$ cat src/rtl/plru_alloc_ctrl.sv
// Allocation controller for a fully-associative structure: per-entry valid bits,
// tree-PLRU replacement and a refill request/grant/commit handshake.
module plru_alloc_ctrl #(
  parameter int ENTRIES = 8,
  parameter int IDX_W   = $clog2(ENTRIES)
) (
  input  logic               clk_i,
  input  logic               rst_i,
  input  logic               flush_i,
  input  logic               inval_i,
  input  logic [IDX_W-1:0]   inval_idx_i,
  input  logic               hit_i,
  input  logic [IDX_W-1:0]   hit_idx_i,
  input  logic               alloc_req_i,
  output logic               alloc_gnt_o,
  output logic [IDX_W-1:0]   alloc_idx_o,
  input  logic               alloc_commit_i,
  input  logic               alloc_abort_i,
  output logic [ENTRIES-1:0] valid_o,
  output logic               full_o
);

  typedef enum logic {IDLE, GRANT} state_t;

  state_t             state_q, state_n;
  logic [ENTRIES-1:0] valid_q, valid_n;
  logic [ENTRIES-2:0] tree_q, tree_n;
  logic [IDX_W-1:0]   idx_q, idx_n;
  logic [IDX_W-1:0]   plru_victim;
  logic [IDX_W-1:0]   free_victim;
  logic               any_free;
  logic [IDX_W-1:0]   victim;

  // Point every node on the path of entry i away from i.
  function automatic logic [ENTRIES-2:0] touch(input logic [ENTRIES-2:0] t,
                                               input logic [IDX_W-1:0] i);
    int k;
    k = 0;
    for (int d = IDX_W - 1; d >= 0; d--) begin
      t[k] = ~i[d];
      k = 2 * k + 1 + (i[d] ? 1 : 0);
    end
    return t;
  endfunction

  always_comb begin
    int k;
    plru_victim = '0;
    k = 0;
    for (int d = IDX_W - 1; d >= 0; d--) begin
      plru_victim[d] = tree_q[k];
      k = 2 * k + 1 + (tree_q[k] ? 1 : 0);
    end
  end

  always_comb begin
    free_victim = '0;
    any_free    = 1'b0;
    for (int i = ENTRIES - 1; i >= 0; i--) begin
      if (!valid_q[i]) begin
        free_victim = IDX_W'(i);
        any_free    = 1'b1;
      end
    end
  end

  assign victim = any_free ? free_victim : plru_victim;

  // Hit touch first, commit touch after it, flush last so it overrides all.
  always_comb begin
    state_n = state_q;
    valid_n = valid_q;
    tree_n  = tree_q;
    idx_n   = idx_q;

    if (hit_i && valid_q[hit_idx_i])
      tree_n = touch(tree_n, hit_idx_i);
    if (inval_i)
      valid_n[inval_idx_i] = 1'b0;

    case (state_q)
      IDLE: begin
        if (alloc_req_i) begin
          idx_n   = victim;
          state_n = GRANT;
        end
      end
      GRANT: begin
        if (alloc_commit_i) begin
          valid_n[idx_q] = 1'b1;
          tree_n         = touch(tree_n, idx_q);
          state_n        = IDLE;
        end else if (alloc_abort_i) begin
          state_n = IDLE;
        end
      end
      default: state_n = IDLE;
    endcase

    if (flush_i) begin
      valid_n = '0;
      tree_n  = '0;
      state_n = IDLE;
    end
  end

  always_ff @(posedge clk_i) begin
    if (rst_i) begin
      state_q <= IDLE;
      valid_q <= '0;
      tree_q  <= '0;
      idx_q   <= '0;
    end else begin
      state_q <= state_n;
      valid_q <= valid_n;
      tree_q  <= tree_n;
      idx_q   <= idx_n;
    end
  end

  assign alloc_gnt_o = (state_q == GRANT);
  assign alloc_idx_o = (state_q == GRANT) ? idx_q : '0;
  assign valid_o     = valid_q;
  assign full_o      = &valid_q;

endmodule

$ cat config.mk
export PLATFORM = sky130hd
export DESIGN_NAME = plru_alloc_ctrl
export DESIGN_NICKNAME = d
export VERILOG_FILES = /design/src/rtl/plru_alloc_ctrl.sv
export SDC_FILE = /design/constraint.sdc
export NUM_CORES = 1
export LEC_CHECK = 0
export BUFFER_PORTS_ARGS = -buffer_cell sky130_fd_sc_hd__buf_2
export CAP_MARGIN = 10
export CORE_MARGIN = 2
export CORE_UTILIZATION = 59
export DETAILED_ROUTE_END_ITERATION = 7
export GPL_TIMING_DRIVEN = 0
export PLACE_DENSITY = 0.84
export SYNTH_ARGS = -nofsm -noshare
export SYNTH_HDL_FRONTEND = slang
export SYNTH_SLANG_ARGS = --single-unit
$ cat constraint.sdc
create_clock -name clk_i -period 5.2 [get_ports clk_i]
set_clock_uncertainty 0.1 [all_clocks]
set_input_delay 0 -clock clk_i [delete_from_list [all_inputs] [get_ports clk_i]]
set_output_delay 0 -clock clk_i [all_outputs]
set_load 0.005 [all_outputs]
Word-level counts from Yosys, hierarchy flattened
Index checks and enable logic that the tools add are counted.
{"block": "totals", "regBits": 19, "inputBits": 14, "out_inout_bits": 13, "word_cells": 106}
{"block": "op_classes", "addsub": 9, "magnitude_cmp": 15, "muxes": 58, "bitwise_logic": 10, "n_reduce_logical": 10}
{"cell": "$mux 3", "count": 10}
{"cell": "$bwmux 7", "count": 4}
{"cell": "$mux 1", "count": 28}
{"cell": "$mux 8", "count": 3}
{"cell": "$mux 7", "count": 3}
{"cell": "$demux 1 s3", "count": 6}
{"cell": "$add 4x1->5", "count": 3}
{"cell": "$lt 5x4->1 const B", "count": 3}
{"cell": "$add 3x1->4 const B", "count": 3}
{"cell": "$lt 2x4->1 const B", "count": 3}
{"cell": "$lt 3x4->1 const B", "count": 3}
{"cell": "$ge 5x1->1 const B", "count": 2}
{"cell": "$bmux 1 s3", "count": 3}
{"cell": "$and 8x8->8", "count": 1}
{"cell": "$not 8->8", "count": 1}
{"cell": "$or 8x8->8", "count": 1}
{"cell": "$reduce_and 8->1", "count": 1}
{"cell": "$logic_and 1x1->1", "count": 7}
{"cell": "$not 1->1", "count": 7}
{"cell": "$add 1x1->2 const A", "count": 3}
{"cell": "$ge 3x1->1 const B", "count": 2}
{"cell": "$ge 2x1->1 const B", "count": 2}
{"cell": "$pmux 1 s2", "count": 1}
{"cell": "$reduce_and 2->1", "count": 1}
{"cell": "$reduce_or 2->1", "count": 1}

Logic depth before layout (Yosys ltp)
Gate-level depths: netlist (run 1).
{"block": "depth", "word_depth": 14, "mapped_depth": 7, "mapped_depth_nobuf": 7}

Worst setup path after synthesis (run 1)
OpenSTA, ideal clock, no wires.
{"block": "synth_timing", "path_kind": "reg-to-reg", "from": "register tree_q[0]", "to": "register idx_q[0]", "setup_ps": 95, "arrival_time_ps": 1710, "required_time_ps": 5005, "setup_slack_ps": 3295, "stages_incl_launch_ff": 7, "n_path_buf": 0, "period_less_slack_ps": 1905, "path_cell_list": "dfxtp_1 > mux2i_1 > ha_1 > nor3b_1 > o31ai_1 > nand3_1 > a221oi_1"}
{"block": "synth_between", "elab_chain_len": 11, "elab_cells_between_ends": 12, "classes_between": "add/sub (3); mux (9)"}
{"item": "start: declaration", "line": "27", "rtl": "logic [ENTRIES-2:0] tree_q, tree_n;"}
{"item": "start signal: assignment", "line": "116", "rtl": "tree_q <= tree_n;"}
{"item": "$mux 1", "line": "52", "rtl": "k = 2 * k + 1 + (tree_q[k] ? 1 : 0);"}
{"item": "$add 1x1->2", "line": "52"}
{"item": "$bmux 1 s3", "line": "52"}
{"item": "$mux 1 (not written as such) (2 in a row)", "line": "52"}
{"item": "$mux 1", "line": "52"}
{"item": "$add 4x1->5", "line": "52"}
{"item": "$bmux 1 s3 (*)"}
{"item": "$mux 1 (*) (2 in a row)"}
{"item": "$mux 3 (*)", "line": "67", "rtl": "assign victim = any_free ? free_victim : plru_victim;"}
{"item": "end signal: assignment", "line": "117", "rtl": "idx_q <= idx_n;"}
{"item": "end: declaration", "line": "28", "rtl": "logic [IDX_W-1:0] idx_q, idx_n;"}
Mark *: on every way between the ends. The rest lies on a longest branch, timed or not. The select of a mux whose other input is x is not followed.
A chain may end at the register's enable or synchronous reset.

Worst setup path in the final report (run 1)
Same ends and word-level chain as after synthesis.

==> results of run 1 <==
[logic make-up (layout without fill, tap and decap cells)]
| family | Yosys count | in the layout |
|---|---|---|
| mux | 9 | 9 |
| flops | 19 | 19 |
| compound gates | 49 | 49 |
| simple gates | 59 | 59 |
| buf+inv | 16 | 52 |
| fa+ha+maj | 13 | 13 |
[power by group through the flow]
stage / registers (mW) / logic, mW / clock network, mW
CTS: 0.150 / 0.0457 / 0.0779
global placement: 0.153 / 0.0402 / 0
detailed placement: 0.153 / 0.0425 / 0
finish: 0.150 / 0.0464 / 0.0810
global route: 0.150 / 0.0506 / 0.0839
floorplan: 0.152 / 0.0289 / 0
[final cells by class]
| type | count | area, µm² |
|---|---|---|
| sequential | 19 | 380 |
| clock buffer | 3 | 22.5 |
| fill | 176 | 552 |
| clock inverter | 1 | 5.00 |
| buffer | 9 | 72.6 |
| tap | 28 | 35.0 |
| timing repair buffer | 32 | 195 |
| multi-input combinational | 130 | 952 |
| inverter | 7 | 40.0 |
[cell usage after synthesis (2+ instances only)]
cell type / number
a2111oi_2: 4
a21oi_1: 12
buf_6: 3
nand4_1: 3
o21ai_0: 9
clkbuf_1: 5
nor3b_1: 2
dfxtp_1: 19
nand3_1: 5
nor2b_1: 3
a311oi_1: 3
nand2b_1: 4
inv_1: 6
and2_1: 4
ha_1: 13
and4_4: 4
nand2_1: 20
nor2_1: 7
o31ai_1: 4
nor3_1: 2
mux2i_1: 6
a221oi_1: 6
a31oi_1: 2
mux2_4: 2
[repair_timing]
| action | in CTS | in global routing |
|---|---|---|
| endpoints found under the setup margin | 0 | 0 |
| hold buffers | 7 | 0 |
| endpoints found under the hold margin | 7 | 0 |
| setup buffers | 0 | 0 |
[state kept, by name, summed over array words and instances, names as in the netlist]
register	cells
tree_q	7
idx_q	3
alloc_gnt_o	1
valid_o	8
[path summary, 6_finish.rpt]
path / slack, ns / cells past startpoint / startpoint / end
min: -0.002 / 3 / hit_idx_i[0] / tree_q[4]
max: 2.74 / 6 / tree_q[0] / idx_q[0]
max reg2reg: 2.74 / 6 / tree_q[0] / idx_q[0]
min reg2reg: 0.46 / 2 / valid_o[3] / valid_o[3]
[worst max-delay path: stages (launching register included)]
cell	delay [ns]
dfxtp_1	0.50
mux2i_1	0.50
ha_1	0.38
nor3b_1	0.16
o31ai_1	0.30
nand3_1	0.14
a221oi_1	0.28
[layer usage]
| layer | share of wire (%) | wire, µm | up-vias | GRT usage, % |
|---|---|---|---|---|
| li1 | - | - | 686 | - |
| met1 | 40 | 1510 | 655 | 34.5 |
| met2 | 51 | 1950 | 58 | 54.1 |
| met3 | 7.2 | 274 | 7 | 3.95 |
| met4 | 1.7 | 64 | 0 | 13.2 |
| met5 | 0 | 0 | - | 0 |
==> results_dict.tcl, run 1 <==
set metrics [dict create \
    outcome "finished with violations" \
    violations "hold timing" \
    final_antenna_net_count 0 \
    finalSetupViolations 0 \
    power.switching_mw 0.0790 \
    syn_to_final_growth_pct 17.8 \
    clkPwrFrac_pct 29.2 \
    finalInstanceArea_um2 1700 \
    htree_levels 1 \
    synth.area.top_cells "dfxtp_1 26%, ha_1 11%, nand2_1 5.2%, a21oi_1 4.2%, mux2i_1 4.2%" \
    die_y_um 53.5 \
    maxCapViolations 0 \
    first_iter_violations 41 \
    finalMaxSlewViolations 0 \
    critPathLaunchType "register" \
    path_max_fanout 5 \
    maxSlewHeadroom_pct 66.1 \
    synth_top_family_by_area "compound AO/OA/AOI/OAI gates" \
    seq_area_frac_synth_pct 26.3 \
    criticalPathCategory "register to register" \
    num_rows 17 \
    clockBufferDepth 2 \
    routed_wl_um 3800 \
    fin_nets 229 \
    numPortBuffers 25 \
    numPlacedInstances 218 \
    wl_per_cell_um 16.6 \
    finalHoldViolCount 2 \
    p_int_mw 0.199 \
    synth_xor_area_share_pct 0 \
    yosysUniqueCellTypes 41 \
    irDropWorstVdd_uv 136 \
    p_sw_share_pct 28.5 \
    post_cts_resized 0 \
    gp_congestion 0.961 \
    fin_cells 229 \
    path_clk_slew_ns 0.12 \
    yosysTopAreaCell "dfxtp_1" \
    seqPwrFrac_pct 54.1 \
    syn_area_per_cell_um2 8.76 \
    postSynth.asyncResetShare_pct 0 \
    rsz0062_at_grt "no" \
    period_share_pct 47.3 \
    core-area_um2 2250 \
    critical_path.endpoint_type "register" \
    fmax_mhz 407 \
    insertion_delay_ns 0.31 \
    ios 27 \
    period_needed_ns 2.46 \
    overflow 0 \
    synth_edf_count 0 \
    viasPerCell 6.14 \
    placed_cell_area_um2 1610 \
    numCtsBuffers 3 \
    syn_nets 192 \
    cp.required_ns 5.33 \
    dieArea_um2 2860 \
    cts-root-buf "clkbuf_4" \
    setup_ws_ns 2.74 \
    synthAdderAreaFrac_pct 11.3 \
    syn_area_um2 1450 \
    synth-compound-area-share_pct 25.4 \
    dp_slack_ns 2.78 \
    power_density_nw_per_um2 163 \
    dominantRegCellSynth "dfxtp_1" \
    final_layout_size_suffix_gt1_share_pct 22.9 \
    finalPower_mw 0.278 \
    cts_tree "done" \
    vias 1406 \
    netlist.area_leader.share_pct 26.3 \
    ys_ff_latch 19 \
    start_util_pct 64.1 \
    drtPass1Iterations 4 \
    synth_cells 165 \
    drcViolationCount 0 \
    hold_path_class "input pin to register" \
    die_x_um 53.5 \
    antenna_cells 0 \
    antenna_found_initial 0 \
    yosys.area_share.simple_pct 22.3 \
    final_util_pct 75.5 \
    dp_hpwl_um 2820 \
    clock_sinks 19 \
    worstPathArrival_ns 2.59 \
    fin_hold_ws_ns -0.00187 \
    grt_max_degree 12 \
    p_leak_nw 0.689 \
    grt_pass1_wl_um 6090 \
    synth_mux_area_share_pct 7.01 \
    tightest_slew_ns 0.495 \
    layout.cells.most_common_list "25 x buf_2, 20 x nand2_1, 19 x dfxtp_1" \
    grtUsageTotal_pct 30.0 \
    final_common_cell "buf_2" \
    ys_warn_count 0 \
    grt_pass1_vias 1319 \
    setup_tns_ns 0 \
    share_comb_of_total_power_pct 16.7 \
]
Power figures use the tool's default switching activity.
==> inputs of run 2 (changes only) <==
--- a/config.mk
+++ b/config.mk
@@ -8,10 +8,10 @@
 export BUFFER_PORTS_ARGS = -buffer_cell sky130_fd_sc_hd__buf_2
 export CAP_MARGIN = 10
 export CORE_MARGIN = 2
-export CORE_UTILIZATION = 59
+export CORE_UTILIZATION = 55
 export DETAILED_ROUTE_END_ITERATION = 7
 export GPL_TIMING_DRIVEN = 0
-export PLACE_DENSITY = 0.84
+export PLACE_DENSITY = 0.79
 export SYNTH_ARGS = -nofsm -noshare
 export SYNTH_HDL_FRONTEND = slang
 export SYNTH_SLANG_ARGS = --single-unit
==> constraint.sdc (replaced) <==
create_clock -name clk_i -period 2.5 [get_ports clk_i]
set_clock_uncertainty 0.1 [all_clocks]
set_input_delay 0 -clock clk_i [delete_from_list [all_inputs] [get_ports clk_i]]
set_output_delay 0 -clock clk_i [all_outputs]
set_load 0.005 [all_outputs]
==> results_dict.tcl, run 2 (synthesis gave the netlist of run 1 again) <==
set metrics [dict create \
    tightest_slew_ns 0.524 \
    num_rows 18 \
    die_x_um 55.3 \
    p_leak_nw 0.690 \
    numPortBuffers 25 \
    overflow 0 \
    clock_sinks 19 \
    drcViolationCount 0 \
    share_comb_of_total_power_pct 16.8 \
    critPathLaunchType "register" \
    rsz0062_at_grt "no" \
    criticalPathCategory "register to register" \
    period_needed_ns 2.30 \
    maxCapViolations 0 \
    critical_path.endpoint_type "register" \
    fin_nets 229 \
    htree_levels 1 \
    power_density_nw_per_um2 331 \
    viasPerCell 6.20 \
    timing.rr.end "idx_q[0]" \
    die_y_um 55.3 \
    grt_pass1_wl_um 5900 \
    period_share_pct 91.9 \
    grtUsageTotal_pct 23.9 \
    crit_family "compound AO/OA/AOI/OAI gates" \
    slowest_stage "dfxtp_1" \
    start_util_pct 58.3 \
    cts_tree "done" \
    critPathBufInv 0 \
    routed_wl_um 3660 \
    final_common_cell "buf_2" \
    outcome "completed" \
    wl_per_cell_um 15.8 \
    antenna_found_initial 0 \
    power.switching_mw 0.153 \
    path_cells "mux2i_2 -> ha_1 -> nor3b_1 -> o31ai_1 -> nand3_1 -> a221oi_1" \
    layout.cells.most_common_list "25 x buf_2, 20 x nand2_1, 19 x dfxtp_1" \
    cts-root-buf "clkbuf_4" \
    clkPwrFrac_pct 28.1 \
    fmax_mhz 435 \
    finalPower_mw 0.566 \
    first_iter_violations 42 \
    dieArea_um2 3050 \
    r2r_start "tree_q[0]" \
    drtPass1Iterations 4 \
    gp_congestion 0.969 \
    cp.required_ns 2.61 \
    clockBufferDepth 2 \
    antenna_cells 0 \
    path_max_fanout 5 \
    grt_max_degree 12 \
    whs_endpoint "tree_q[4]" \
    critPathMaxStageDelay_ns 0.49 \
    largest_reg_flops 8 \
    p_sw_share_pct 27.1 \
    regToRegSetupSlack_ns 0.20 \
    worstPathArrival_ns 2.41 \
    hold_path_class "input pin to register" \
    whs_path_depth 3 \
    final_layout_size_suffix_gt1_share_pct 23.4 \
    setup_tns_ns 0 \
    reg2reg_depth 6 \
    ios 27 \
    path_clk_slew_ns 0.11 \
    min_from "hit_idx_i[0]" \
    maxSlewHeadroom_pct 65.1 \
    finalMaxSlewViolations 0 \
    dp_hpwl_um 2690 \
    finalSetupViolations 0 \
    numCtsBuffers 3 \
    syn_to_final_growth_pct 18.3 \
    core-area_um2 2480 \
    insertion_delay_ns 0.30 \
    finalHoldViolCount 0 \
    vias 1433 \
    grt_pass1_vias 1333 \
    p_int_mw 0.413 \
    seqPwrFrac_pct 55.1 \
    final_antenna_net_count 0 \
    irDropWorstVdd_uv 275 \
]
[run 2: through the flow]
stage	utilization, %	instances	instance area [µm²]	setup WS, ns	hold slack, ns
2_1_floorplan	-	165	1450	0.595	-0.0276
3_3_place_gp	64.9	220	1610	0.247	0.103
3_5_place_dp	64.9	220	1610	0.181	0.111
4_1_cts	68.8	231	1710	0.144	0.0152
5_1_grt	69.0	231	1710	0.0327	0.00663
6_report	69.0	231	1710	0.202	0.00223
[run 2: layer usage]
metal	up-vias	GRT usage (%)	part of all wire (%)	wire length, µm
met1	673	29.5	41	1510
li1	686	-	-	-
met2	63	42.2	51	1870
met4	0	9.76	2.2	80
met3	11	2.58	5.4	196
met5	-	0	0	0
[run 2: tightest hold or removal path: stages]
cell and delay (ns):
buf_6 0.12, and4_4 0.21, a2111oi_2 0.04
[run 2: how the worst max path moves through the flow]
stage                     endpoint  startpoint  cells after the start  slack (ns)
final                     idx_q[0]   tree_q[0]                      6        0.20
after global routing      idx_q[0]   tree_q[0]                      6        0.03
after CTS                 idx_q[0]   tree_q[0]                      6        0.14
after detailed placement  idx_q[0]   tree_q[0]                      6        0.18
after global placement    idx_q[0]   tree_q[0]                      6        0.25
after floorplan           idx_q[0]   tree_q[0]                      6        0.59
[run 2: cell type report]
type	instances	area, µm²
Multi-Input combinational cell	130	956
Fill cell	208	768
Sequential cell	19	380
Timing Repair Buffer	32	195
Buffer	9	72.6
Inverter	7	40.0
Tap cell	30	37.5
Clock buffer	3	22.5
Clock inverter	1	5.00
[run 2: power by group through the flow]
stage	sequential [mW]	clock, mW	combinational [mW]
global placement	0.318	0	0.0831
finish	0.312	0.159	0.0952
detailed placement	0.319	0	0.0869
CTS	0.312	0.156	0.0935
global route	0.313	0.175	0.104
floorplan	0.317	0	0.0601
[run 2: timing repair]
action	CTS	global route
buffers inserted	0	0
resized for setup	0	1
endpoints found under the hold margin	7	0
hold buffers	7	0
endpoints found under the setup margin	0	1
==> inputs of run 3 (changes only) <==
--- a/config.mk
+++ b/config.mk
@@ -7,8 +7,10 @@
 export LEC_CHECK = 0
 export BUFFER_PORTS_ARGS = -buffer_cell sky130_fd_sc_hd__buf_2
 export CAP_MARGIN = 10
+export CELL_PAD_IN_SITES_DETAIL_PLACEMENT = 1
+export CELL_PAD_IN_SITES_GLOBAL_PLACEMENT = 1
 export CORE_MARGIN = 2
-export CORE_UTILIZATION = 55
+export CORE_UTILIZATION = 41
 export DETAILED_ROUTE_END_ITERATION = 7
 export GPL_TIMING_DRIVEN = 0
 export PLACE_DENSITY = 0.79
==> results_dict.tcl, run 3 (synthesis gave the netlist of run 1 again) <==
set metrics [dict create \
    finalSetupViolations 0 \
    drcViolationCount 0 \
    dp_slack_ns 0.146 \
    outcome "completed" \
    post_cts_buffers 0 \
    regArea_um2 380 \
    worstPathArrival_ns 2.41 \
    insertion_delay_ns 0.30 \
    wl_per_cell_um 17.0 \
    clock_sinks 19 \
    hold_path_class "input pin to register" \
    cts_tree "done" \
    critPathLaunchType "register" \
    power_density_nw_per_um2 331 \
    die_y_um 63.4 \
    power.switching_mw 0.159 \
    path_max_fanout 5 \
    syn_to_final_growth_pct 19.7 \
    period_share_pct 91.8 \
    htree_levels 1 \
    p_sw_share_pct 27.8 \
    cts-root-buf "clkbuf_4" \
    period_needed_ns 2.29 \
    multi_input_area_um2 956 \
    drtPass1Iterations 4 \
    finalPower_mw 0.573 \
    rsz0062_at_grt "no" \
    setup_tns_ns 0 \
    start_util_pct 43.0 \
    clockBufferDepth 2 \
    antenna_cells 0 \
    viasPerCell 5.84 \
    ios 27 \
    dieArea_um2 4020 \
    tightest_slew_ns 0.564 \
    seqPwrFrac_pct 54.5 \
    numPortBuffers 25 \
    die_x_um 63.4 \
    clkPwrFrac_pct 28.2 \
    maxSlewHeadroom_pct 62.4 \
    grt_max_degree 12 \
    finalMaxSlewViolations 0 \
    maxCapViolations 0 \
    cp.required_ns 2.62 \
    grt_pass1_vias 1493 \
    num_rows 21 \
    final_util_pct 51.4 \
    setup_ws_ns 0.206 \
    vias 1443 \
    numCtsBuffers 3 \
    fmax_mhz 436 \
    p_int_mw 0.414 \
    fin_hold_ws_ns 0.0127 \
    finalHoldViolCount 0 \
    path_clk_slew_ns 0.11 \
    critical_path.endpoint_type "register" \
    fill_cells 434 \
    antenna_found_initial 0 \
    p_leak_nw 0.690 \
    grt_pass1_wl_um 7100 \
    layout.cells.most_common_list "25 x buf_2, 20 x nand2_1, 19 x dfxtp_1" \
    final_common_cell "buf_2" \
    fin_nets 229 \
    gp_congestion 0.835 \
    criticalPathCategory "register to register" \
    largest_reg_flops 8 \
    final_layout_size_suffix_gt1_share_pct 23.4 \
    grtUsageTotal_pct 22.5 \
    dp_hpwl_um 3230 \
    routed_wl_um 4200 \
    overflow 0 \
    final_antenna_net_count 0 \
    first_iter_violations 46 \
    core-area_um2 3360 \
    irDropWorstVdd_uv 166 \
    share_comb_of_total_power_pct 17.3 \
]
-- run 3: worst max-delay path: stages (launching register included) --
cell and delay [ns]:
dfxtp_1 0.48, mux2i_2 0.41, ha_1 0.36, nor3b_1 0.17
o31ai_1 0.27, nand3_1 0.14, a221oi_1 0.28
-- run 3: stage by stage --
stage | cell area (µm²) | cells
floorplan | 1450 | 165
global placement | 1630 | 236
detailed placement | 1630 | 236
CTS | 1730 | 247
global route | 1730 | 247
finish | 1730 | 247
-- run 3: cell type report --
| class | instances | share of cell area, % |
|---|---|---|
| plain buffers | 9 | 4.20 |
| clock buffers | 3 | 1.30 |
| clock inverters | 1 | 0.289 |
| inverters | 7 | 2.32 |
| multi-input cells | 130 | 55.3 |
| flip-flops and latches | 19 | 22.0 |
| well taps | 46 | 3.33 |
| repair buffers | 32 | 11.3 |
-- run 3: path summary, 6_finish.rpt --
kind                startpoint    endpoint  slack (ns)  depth (start not counted)
hold / removal    hit_idx_i[0]   tree_q[5]        0.01                          3
setup reg to reg     tree_q[0]    idx_q[0]        0.21                          6
setup / recovery     tree_q[0]    idx_q[0]        0.21                          6
hold reg to reg     valid_o[6]  valid_o[6]        0.46                          2
-- run 3: power by group through the flow --
stage	Combinational [mW]	Sequential, mW	Clock [mW]
final	0.0989	0.312	0.161
after floorplan	0.0601	0.317	0
after CTS	0.0978	0.312	0.164
after global routing	0.107	0.313	0.181
after detailed placement	0.0906	0.319	0
after global placement	0.0849	0.319	0
-- run 3: routing by layer --
layer | part of all wire (%) | GRT usage, %
met4 | 1.5 | 6.79
met2 | 52 | 42.5
met3 | 3.8 | 1.61
met1 | 43 | 26.7
met5 | 0 | 0
-- run 3: what timing repair did --
action,4_1_cts,5_1_grt
setup endpoints to repair,0,1
resized for setup,0,1
hold endpoints to repair,7,0
hold buffers,7,0
